[config.mk]
export PLATFORM = sky130hd
export DESIGN_NAME = trigger_sequencer_flat
export DESIGN_NICKNAME = d
export VERILOG_FILES = /design/src/rtl/trigger_sequencer_if.sv /design/src/rtl/trigger_sequencer.sv /design/src/flat_wrapper.sv
export SDC_FILE = /design/constraint.sdc
export NUM_CORES = 1
export LEC_CHECK = 0
export CAP_MARGIN = 25
export CORE_MARGIN = 2
export CORE_UTILIZATION = 44
export DETAILED_ROUTE_END_ITERATION = 8
export PLACE_DENSITY = 0.75
export RECOVER_POWER = 50
export SLEW_MARGIN = 20
export SYNTH_ARGS = -nofsm -noshare
export SYNTH_HDL_FRONTEND = slang
export SYNTH_SLANG_ARGS = --single-unit
[constraint.sdc]
create_clock -name clk -period 12.3 [get_ports clk]
set_input_delay 3.075 -clock clk [delete_from_list [all_inputs] [get_ports clk]]
set_output_delay 3.075 -clock clk [all_outputs]
set_load 0.03 [all_outputs]
[src/rtl/trigger_sequencer_if.sv]
// Sample, configuration, command and status bundle for the trigger sequencer.
interface trigger_sequencer_if #(
  parameter int unsigned SAMPLE_WIDTH = 16,
  parameter int unsigned NUM_STAGES   = 4,
  parameter int unsigned COUNT_WIDTH  = 16
);
  localparam int unsigned STAGE_W = $clog2(NUM_STAGES);

  logic [SAMPLE_WIDTH-1:0] sampleData;
  logic                    sample_valid;
  logic                    cfg_we;
  logic [STAGE_W-1:0]      cfg_stage;
  logic [SAMPLE_WIDTH-1:0] cfg_mask;
  logic [SAMPLE_WIDTH-1:0] cfg_value;
  logic                    cfg_edge_en;
  logic                    cfg_edge_type;
  logic [7:0]              cfg_edge_chan;
  logic [COUNT_WIDTH-1:0]  cfg_count;
  logic [4:0]              cfg_num_stages;
  logic                    arm;
  logic                    abort;
  logic                    armed;
  logic [STAGE_W-1:0]      stage_idx;
  logic                    trigger;
  logic                    triggered;
  logic [31:0]             trigger_sample_num;

  modport master (
    output sampleData, sample_valid, cfg_we, cfg_stage, cfg_mask, cfg_value,
           cfg_edge_en, cfg_edge_type, cfg_edge_chan, cfg_count, cfg_num_stages,
           arm, abort,
    input  armed, stage_idx, trigger, triggered, trigger_sample_num
  );

  modport slave (
    input  sampleData, sample_valid, cfg_we, cfg_stage, cfg_mask, cfg_value,
           cfg_edge_en, cfg_edge_type, cfg_edge_chan, cfg_count, cfg_num_stages,
           arm, abort,
    output armed, stage_idx, trigger, triggered, trigger_sample_num
  );
endinterface

[src/rtl/trigger_sequencer.sv]
// Multi-stage logic-analyser trigger: per-stage pattern/edge match with occurrence counts.
module trigger_sequencer #(
  parameter int unsigned SAMPLE_WIDTH = 16,
  parameter int unsigned NUM_STAGES   = 4,
  parameter int unsigned COUNT_WIDTH  = 16
) (
  input logic               clk,
  input logic               reset,
  trigger_sequencer_if.slave bus
);
  localparam int unsigned STAGE_W = $clog2(NUM_STAGES);
  localparam int unsigned NSTG_W  = 5;
  localparam int unsigned SNUM_W  = 32;
  localparam int unsigned CHAN_W  = 8;

  typedef enum logic [1:0] {IDLE, ARMED, TRIGGERED} state_t;

  typedef struct packed {
    logic [SAMPLE_WIDTH-1:0] mask;
    logic [SAMPLE_WIDTH-1:0] value;
    logic                    edgeEn;
    logic                    edgeType;
    logic [CHAN_W-1:0]       edgeChan;
    logic [COUNT_WIDTH-1:0]  count;
  } stageCfg_t;

  stageCfg_t               cfgMem [NUM_STAGES];
  stageCfg_t               curCfg;

  state_t                  state, stateNext;
  logic [STAGE_W-1:0]      stageIdx, stageIdxNext;
  logic [COUNT_WIDTH-1:0]  matchCnt, matchCntNext;
  logic [SNUM_W-1:0]       sampleCnt, sampleCntNext;
  logic [SAMPLE_WIDTH-1:0] prevSample, prevSampleNext;
  logic                    prevValid, prevValidNext;
  logic [NSTG_W-1:0]       effStages, effStagesNext;
  logic [SNUM_W-1:0]       trigNum, trigNumNext;
  logic                    triggerQ, triggerNext;
  logic                    armedQ, triggeredQ;

  logic                    patternOk, edgeOk, chanOk, curBit, prevBit, stageMatch, lastStage;

  // Stage configuration store; writable only while idle.
  always_ff @(posedge clk or posedge reset) begin
    if (reset) begin
      for (int i = 0; i < int'(NUM_STAGES); i++) cfgMem[i] <= '0;
    end else if (state == IDLE && bus.cfg_we) begin
      cfgMem[bus.cfg_stage] <= '{mask:     bus.cfg_mask,
                                 value:    bus.cfg_value,
                                 edgeEn:   bus.cfg_edge_en,
                                 edgeType: bus.cfg_edge_type,
                                 edgeChan: bus.cfg_edge_chan,
                                 count:    bus.cfg_count};
    end
  end

  // Match condition of the current stage against the presented sample.
  always_comb begin
    curCfg     = cfgMem[stageIdx];
    patternOk  = (((bus.sampleData ^ curCfg.value) & curCfg.mask) == '0);
    curBit     = 1'(bus.sampleData >> curCfg.edgeChan);
    prevBit    = 1'(prevSample >> curCfg.edgeChan);
    chanOk     = (32'(curCfg.edgeChan) < SAMPLE_WIDTH);
    edgeOk     = !curCfg.edgeEn ||
                 (prevValid && chanOk &&
                  (curCfg.edgeType ? (!prevBit && curBit) : (prevBit && !curBit)));
    stageMatch = patternOk && edgeOk;
    lastStage  = (NSTG_W'(stageIdx) == (effStages - NSTG_W'(1)));
  end

  // Next-state and next-output logic.
  always_comb begin
    stateNext      = state;
    stageIdxNext   = stageIdx;
    matchCntNext   = matchCnt;
    sampleCntNext  = sampleCnt;
    prevSampleNext = prevSample;
    prevValidNext  = prevValid;
    effStagesNext  = effStages;
    trigNumNext    = trigNum;
    triggerNext    = 1'b0;
    if (bus.abort) begin
      stateNext = IDLE;
    end else begin
      case (state)
        IDLE: begin
          if (bus.arm) begin
            stateNext     = ARMED;
            stageIdxNext  = '0;
            matchCntNext  = '0;
            sampleCntNext = '0;
            prevValidNext = 1'b0;
            trigNumNext   = '0;
            if (bus.cfg_num_stages == '0)
              effStagesNext = NSTG_W'(1);
            else if (bus.cfg_num_stages > NSTG_W'(NUM_STAGES))
              effStagesNext = NSTG_W'(NUM_STAGES);
            else
              effStagesNext = bus.cfg_num_stages;
          end
        end
        ARMED: begin
          if (bus.sample_valid) begin
            sampleCntNext  = (sampleCnt == '1) ? sampleCnt : sampleCnt + SNUM_W'(1);
            prevSampleNext = bus.sampleData;
            prevValidNext  = 1'b1;
            if (stageMatch) begin
              if (matchCnt == curCfg.count) begin
                matchCntNext = '0;
                if (lastStage) begin
                  stateNext   = TRIGGERED;
                  triggerNext = 1'b1;
                  trigNumNext = sampleCnt;
                end else begin
                  stageIdxNext = stageIdx + STAGE_W'(1);
                end
              end else begin
                matchCntNext = matchCnt + COUNT_WIDTH'(1);
              end
            end
          end
        end
        TRIGGERED: stateNext = TRIGGERED;
        default:   stateNext = IDLE;
      endcase
    end
  end

  // State and registered outputs.
  always_ff @(posedge clk or posedge reset) begin
    if (reset) begin
      state      <= IDLE;
      stageIdx   <= '0;
      matchCnt   <= '0;
      sampleCnt  <= '0;
      prevSample <= '0;
      prevValid  <= 1'b0;
      effStages  <= NSTG_W'(1);
      trigNum    <= '0;
      triggerQ   <= 1'b0;
      armedQ     <= 1'b0;
      triggeredQ <= 1'b0;
    end else begin
      state      <= stateNext;
      stageIdx   <= stageIdxNext;
      matchCnt   <= matchCntNext;
      sampleCnt  <= sampleCntNext;
      prevSample <= prevSampleNext;
      prevValid  <= prevValidNext;
      effStages  <= effStagesNext;
      trigNum    <= trigNumNext;
      triggerQ   <= triggerNext;
      armedQ     <= (stateNext == ARMED);
      triggeredQ <= (stateNext == TRIGGERED);
    end
  end

  assign bus.armed              = armedQ;
  assign bus.stage_idx          = stageIdx;
  assign bus.trigger            = triggerQ;
  assign bus.triggered          = triggeredQ;
  assign bus.trigger_sample_num = trigNum;
endmodule

[src/flat_wrapper.sv]
// flat-port wrapper written by rule: the top's interface ports become plain ports
module trigger_sequencer_flat 
#(
  parameter int unsigned SAMPLE_WIDTH = 16,
  parameter int unsigned NUM_STAGES   = 4,
  parameter int unsigned COUNT_WIDTH  = 16
)
  (clk, reset, bus_sampleData, bus_sample_valid, bus_cfg_we, bus_cfg_stage, bus_cfg_mask, bus_cfg_value, bus_cfg_edge_en, bus_cfg_edge_type, bus_cfg_edge_chan, bus_cfg_count, bus_cfg_num_stages, bus_arm, bus_abort, bus_armed, bus_stage_idx, bus_trigger, bus_triggered, bus_trigger_sample_num);
  trigger_sequencer_if #(.SAMPLE_WIDTH(SAMPLE_WIDTH), .NUM_STAGES(NUM_STAGES), .COUNT_WIDTH(COUNT_WIDTH)) bus_i ();
  input logic clk;
  input logic reset;
  input wire logic [$bits(bus_i.sampleData)-1:0] bus_sampleData;
  input wire logic [$bits(bus_i.sample_valid)-1:0] bus_sample_valid;
  input wire logic [$bits(bus_i.cfg_we)-1:0] bus_cfg_we;
  input wire logic [$bits(bus_i.cfg_stage)-1:0] bus_cfg_stage;
  input wire logic [$bits(bus_i.cfg_mask)-1:0] bus_cfg_mask;
  input wire logic [$bits(bus_i.cfg_value)-1:0] bus_cfg_value;
  input wire logic [$bits(bus_i.cfg_edge_en)-1:0] bus_cfg_edge_en;
  input wire logic [$bits(bus_i.cfg_edge_type)-1:0] bus_cfg_edge_type;
  input wire logic [$bits(bus_i.cfg_edge_chan)-1:0] bus_cfg_edge_chan;
  input wire logic [$bits(bus_i.cfg_count)-1:0] bus_cfg_count;
  input wire logic [$bits(bus_i.cfg_num_stages)-1:0] bus_cfg_num_stages;
  input wire logic [$bits(bus_i.arm)-1:0] bus_arm;
  input wire logic [$bits(bus_i.abort)-1:0] bus_abort;
  output wire logic [$bits(bus_i.armed)-1:0] bus_armed;
  output wire logic [$bits(bus_i.stage_idx)-1:0] bus_stage_idx;
  output wire logic [$bits(bus_i.trigger)-1:0] bus_trigger;
  output wire logic [$bits(bus_i.triggered)-1:0] bus_triggered;
  output wire logic [$bits(bus_i.trigger_sample_num)-1:0] bus_trigger_sample_num;
  assign bus_i.sampleData = bus_sampleData;
  assign bus_i.sample_valid = bus_sample_valid;
  assign bus_i.cfg_we = bus_cfg_we;
  assign bus_i.cfg_stage = bus_cfg_stage;
  assign bus_i.cfg_mask = bus_cfg_mask;
  assign bus_i.cfg_value = bus_cfg_value;
  assign bus_i.cfg_edge_en = bus_cfg_edge_en;
  assign bus_i.cfg_edge_type = bus_cfg_edge_type;
  assign bus_i.cfg_edge_chan = bus_cfg_edge_chan;
  assign bus_i.cfg_count = bus_cfg_count;
  assign bus_i.cfg_num_stages = bus_cfg_num_stages;
  assign bus_i.arm = bus_arm;
  assign bus_i.abort = bus_abort;
  assign bus_armed = bus_i.armed;
  assign bus_stage_idx = bus_i.stage_idx;
  assign bus_trigger = bus_i.trigger;
  assign bus_triggered = bus_i.triggered;
  assign bus_trigger_sample_num = bus_i.trigger_sample_num;
  trigger_sequencer #(.SAMPLE_WIDTH(SAMPLE_WIDTH), .NUM_STAGES(NUM_STAGES), .COUNT_WIDTH(COUNT_WIDTH)) u_core (.clk(clk), .reset(reset), .bus(bus_i));
endmodule
==> results.sh <==
export IMPL_synth_area_leader_cell="dfrtp_1"
export IMPL_cp_required_ns=12.75
export IMPL_synth_area_leaders="dfrtp_1, mux2_2, xor2_1"
export IMPL_htree_levels=2
export IMPL_post_route_period_util_pct=57.6
export IMPL_wl_per_cell_um=19.7
export IMPL_gp_congestion=0.837
export IMPL_rows=70
export IMPL_min_period_ns=7.08
export IMPL_holdBufCountCts=0
export IMPL_wirelength_mm=37.1
export IMPL_clk_root_buffer_cell="clkbuf_16"
export IMPL_post_cts_resized=0
export IMPL_cts_tree="done"
export IMPL_area_delta_synth_final_pct=17.3
export IMPL_setup_viol=0
export IMPL_holdWs_ns=0.474
export IMPL_syn_area_um2=16100
export IMPL_use_met1_pct=26.6
export IMPL_final_util_pct=52.1
export IMPL_synth_top_cell_area_share_pct=52.7
export IMPL_synth_distinct_cells=65
export IMPL_powerDensity_nw_per_um2=177
export IMPL_core_um2=36300
export IMPL_violations="capacitance limit, slew limit"
export IMPL_top_usage_layer="met2"
export IMPL_hold_viol_final=0
export IMPL_fin_nets=1480
export IMPL_max_slew_margin_pct=-182
export IMPL_dpl_cell_area_um2=17700
export IMPL_yosys_warnings=0
export IMPL_antenna_found_initial=3
export IMPL_status="complete, but fails checks"
export IMPL_clk_latency_ns=0.54
export IMPL_dp_cells=1818
export IMPL_seq_area_frac_synth_pct=52.9
export IMPL_dr_total_vias=10800
export IMPL_die_w_um=195
export IMPL_clock_skew_ns=0.0204
export IMPL_avgSynthCellArea_um2=12.5
export IMPL_cp_end_kind="asynchronous set/reset pin"
export IMPL_cts_setup_buffers=0
export IMPL_rr_worst_depth=5
export IMPL_path_class="input pin to asynchronous set/reset pin"
export IMPL_synth_cells=1294
export IMPL_drive_above_1_share_pct=26.4
export IMPL_viasPerCell=5.72
export IMPL_grt_pass1_wl_mm=60.2
export IMPL_port_buffers=123
export IMPL_dr_pass1_iters=6
export IMPL_hpwlAfterDp_mm=24.0
export IMPL_fin_cells=1884
export IMPL_antenna_left=0
export IMPL_peakVddDrop_v=0.000118
export IMPL_grt_use_met3_pct=3.30
export IMPL_synth_flop_cell="dfrtp_1"
export IMPL_startpoint_type="input pin"
export IMPL_synth_commonest_cells="dfrtp_1, mux2_2, nand2_1, xor2_1, nand3_1"
export IMPL_fin_total_pwr_mw=3.34
export IMPL_async_reset_ff_share_pct=100
export IMPL_rsz0062_at_grt="no"
export IMPL_setup_tns_final_ns=0
export IMPL_dieArea_um2=38200
export IMPL_syn_nets=1384
export IMPL_slew_viol_final=404
export IMPL_fmax_mhz=141
export IMPL_clk_path_buf_depth=3
export IMPL_power_leakage_nw=7.71
export IMPL_pre_cts_slack_ns=5.86
export IMPL_clkSinkCount=341
export IMPL_worst_slack_ns=5.22
export IMPL_design_area_um2=18900
export IMPL_overflow=0
export IMPL_ys_ff_latch=341
export IMPL_initial_core_util_pct=44.4
export IMPL_cts_made_buffers=38
export IMPL_hold_path_depth=1
export IMPL_cts_clk_slew_worst_paths_ns=0.06
export IMPL_grt_pass1_vias=11000
export IMPL_use_met2_pct=32.4
export IMPL_num_io_pins=124
export IMPL_hold_path_class="flip-flop to flip-flop"
export IMPL_critical_path_arrival_ns=7.53
export IMPL_drt_iter0_markers=774
export IMPL_cap_violations=7
export IMPL_grt_max_degree=184
export IMPL_remaining_drc_errors=0
export IMPL_worstMarginPinSlew_ns=4.22
export IMPL_critPathMaxFanout=183
export IMPL_die_y_um=195
export IMPL_grtUsageTotal_pct=19.7
export IMPL_synth_edf_count=0
export IMPL_yosysMostFrequentCell="dfrtp_1"
worst paths after layout:
check                           slack, ns                                  end                    startpoint
worst max-delay path                 5.22  u_core.bus.stage_idx[0]$_DFFE_PP0P_                         reset
worst min-delay path                 0.47         u_core.prevValid$_DFFE_PP0P_  u_core.prevValid$_DFFE_PP0P_
worst max register to register       7.74       u_core.cfgMem[210]$_DFFE_PP0P_     u_core.state[0]$_DFF_PP0_
worst min register to register       0.47         u_core.prevValid$_DFFE_PP0P_  u_core.prevValid$_DFFE_PP0P_
max in group clk                     5.58       u_core.cfgMem[210]$_DFFE_PP0P_              bus_cfg_stage[0]
min in group asynchronous            4.68        u_core.cfgMem[57]$_DFFE_PP0P_                         reset
worst max-delay path, cell delays in order:
cell           delay, ns
dlygate4sd3_1       0.57
clkinvlp_4          0.07
clkbuf_1            2.93
buf_12              0.65
cell usage in the layout, fill, tap and decap left out, types with 6 or more instances in the layout:
master | Yosys | layout
mux4_2 | 20 | 20
nor2_1 | 50 | 49
nand2b_1 | 6 | 6
clkdlybuf4s50_1 | 0 | 117
nor4_1 | 7 | 7
buf_4 | 6 | 6
o21ai_0 | 17 | 17
nor3_1 | 19 | 19
xnor2_1 | 28 | 28
and3_1 | 14 | 14
dlygate4sd3_1 | 0 | 6
clkbuf_16 | 0 | 39
a31oi_1 | 8 | 8
xor2_1 | 77 | 77
a22oi_1 | 22 | 22
nor4_2 | 11 | 11
nand3_1 | 58 | 58
nand4_1 | 20 | 20
o211ai_1 | 34 | 34
or3_1 | 6 | 6
clkbuf_1 | 51 | 13
o22ai_1 | 8 | 8
nand2_1 | 91 | 90
mux2i_1 | 9 | 9
inv_1 | 13 | 12
mux2_2 | 257 | 256
a21oi_1 | 29 | 29
dfrtp_1 | 340 | 339
clkbuf_8 | 0 | 7
per-layer routing:
layer / part of all wire (%) / vias up
li1: - / 4883
met1: 44 / 5525
met2: 49 / 304
met3: 4.7 / 60
met4: 2.5 / 2
met5: 0.035 / -
cells by family after synthesis:
logic type | share of synthesized area [%]
AND/OR/NAND/NOR | 10.1
XOR/XNOR | 5.70
flip-flops | 52.9
multiplexers | 21.6
AO/OA/AOI/OAI | 6.59
adder cells (fa/ha/maj) | 0.233
buffers and inverters | 2.87
power breakdown:
group / internal [mW] / leakage [nW] / total, mW / switching, mW
Combinational: 0.391 / 2.86 / 0.761 / 0.369
Sequential: 1.32 / 4.23 / 1.44 / 0.117
Clock: 0.688 / 0.620 / 1.14 / 0.456
sequential cells by signal (all words and copies together) (netlist names):
signal	flops
u_core.bus.trigger_sample_num	32
u_core.prevValid	1
u_core.bus.trigger	1
u_core.prevSample	16
u_core.bus.triggered	1
u_core.state	2
u_core.cfgMem	232
u_core.effStages	5
u_core.matchCnt	16
u_core.bus.armed	1
u_core.sampleCnt	32
u_core.bus.stage_idx	2
layout make-up:
| class | count | area (um^2) |
|---|---|---|
| Fill cell | 3030 | 17400 |
| Sequential cell | 341 | 8540 |
| Multi-Input combinational cell | 857 | 7150 |
| Timing Repair Buffer | 139 | 1340 |
| Clock buffer | 52 | 1090 |
| Tap cell | 468 | 586 |
| Clock inverter | 12 | 164 |
| Inverter | 13 | 52.6 |
| Antenna cell | 2 | 5.00 |
(Power assumes the default switching activity.)
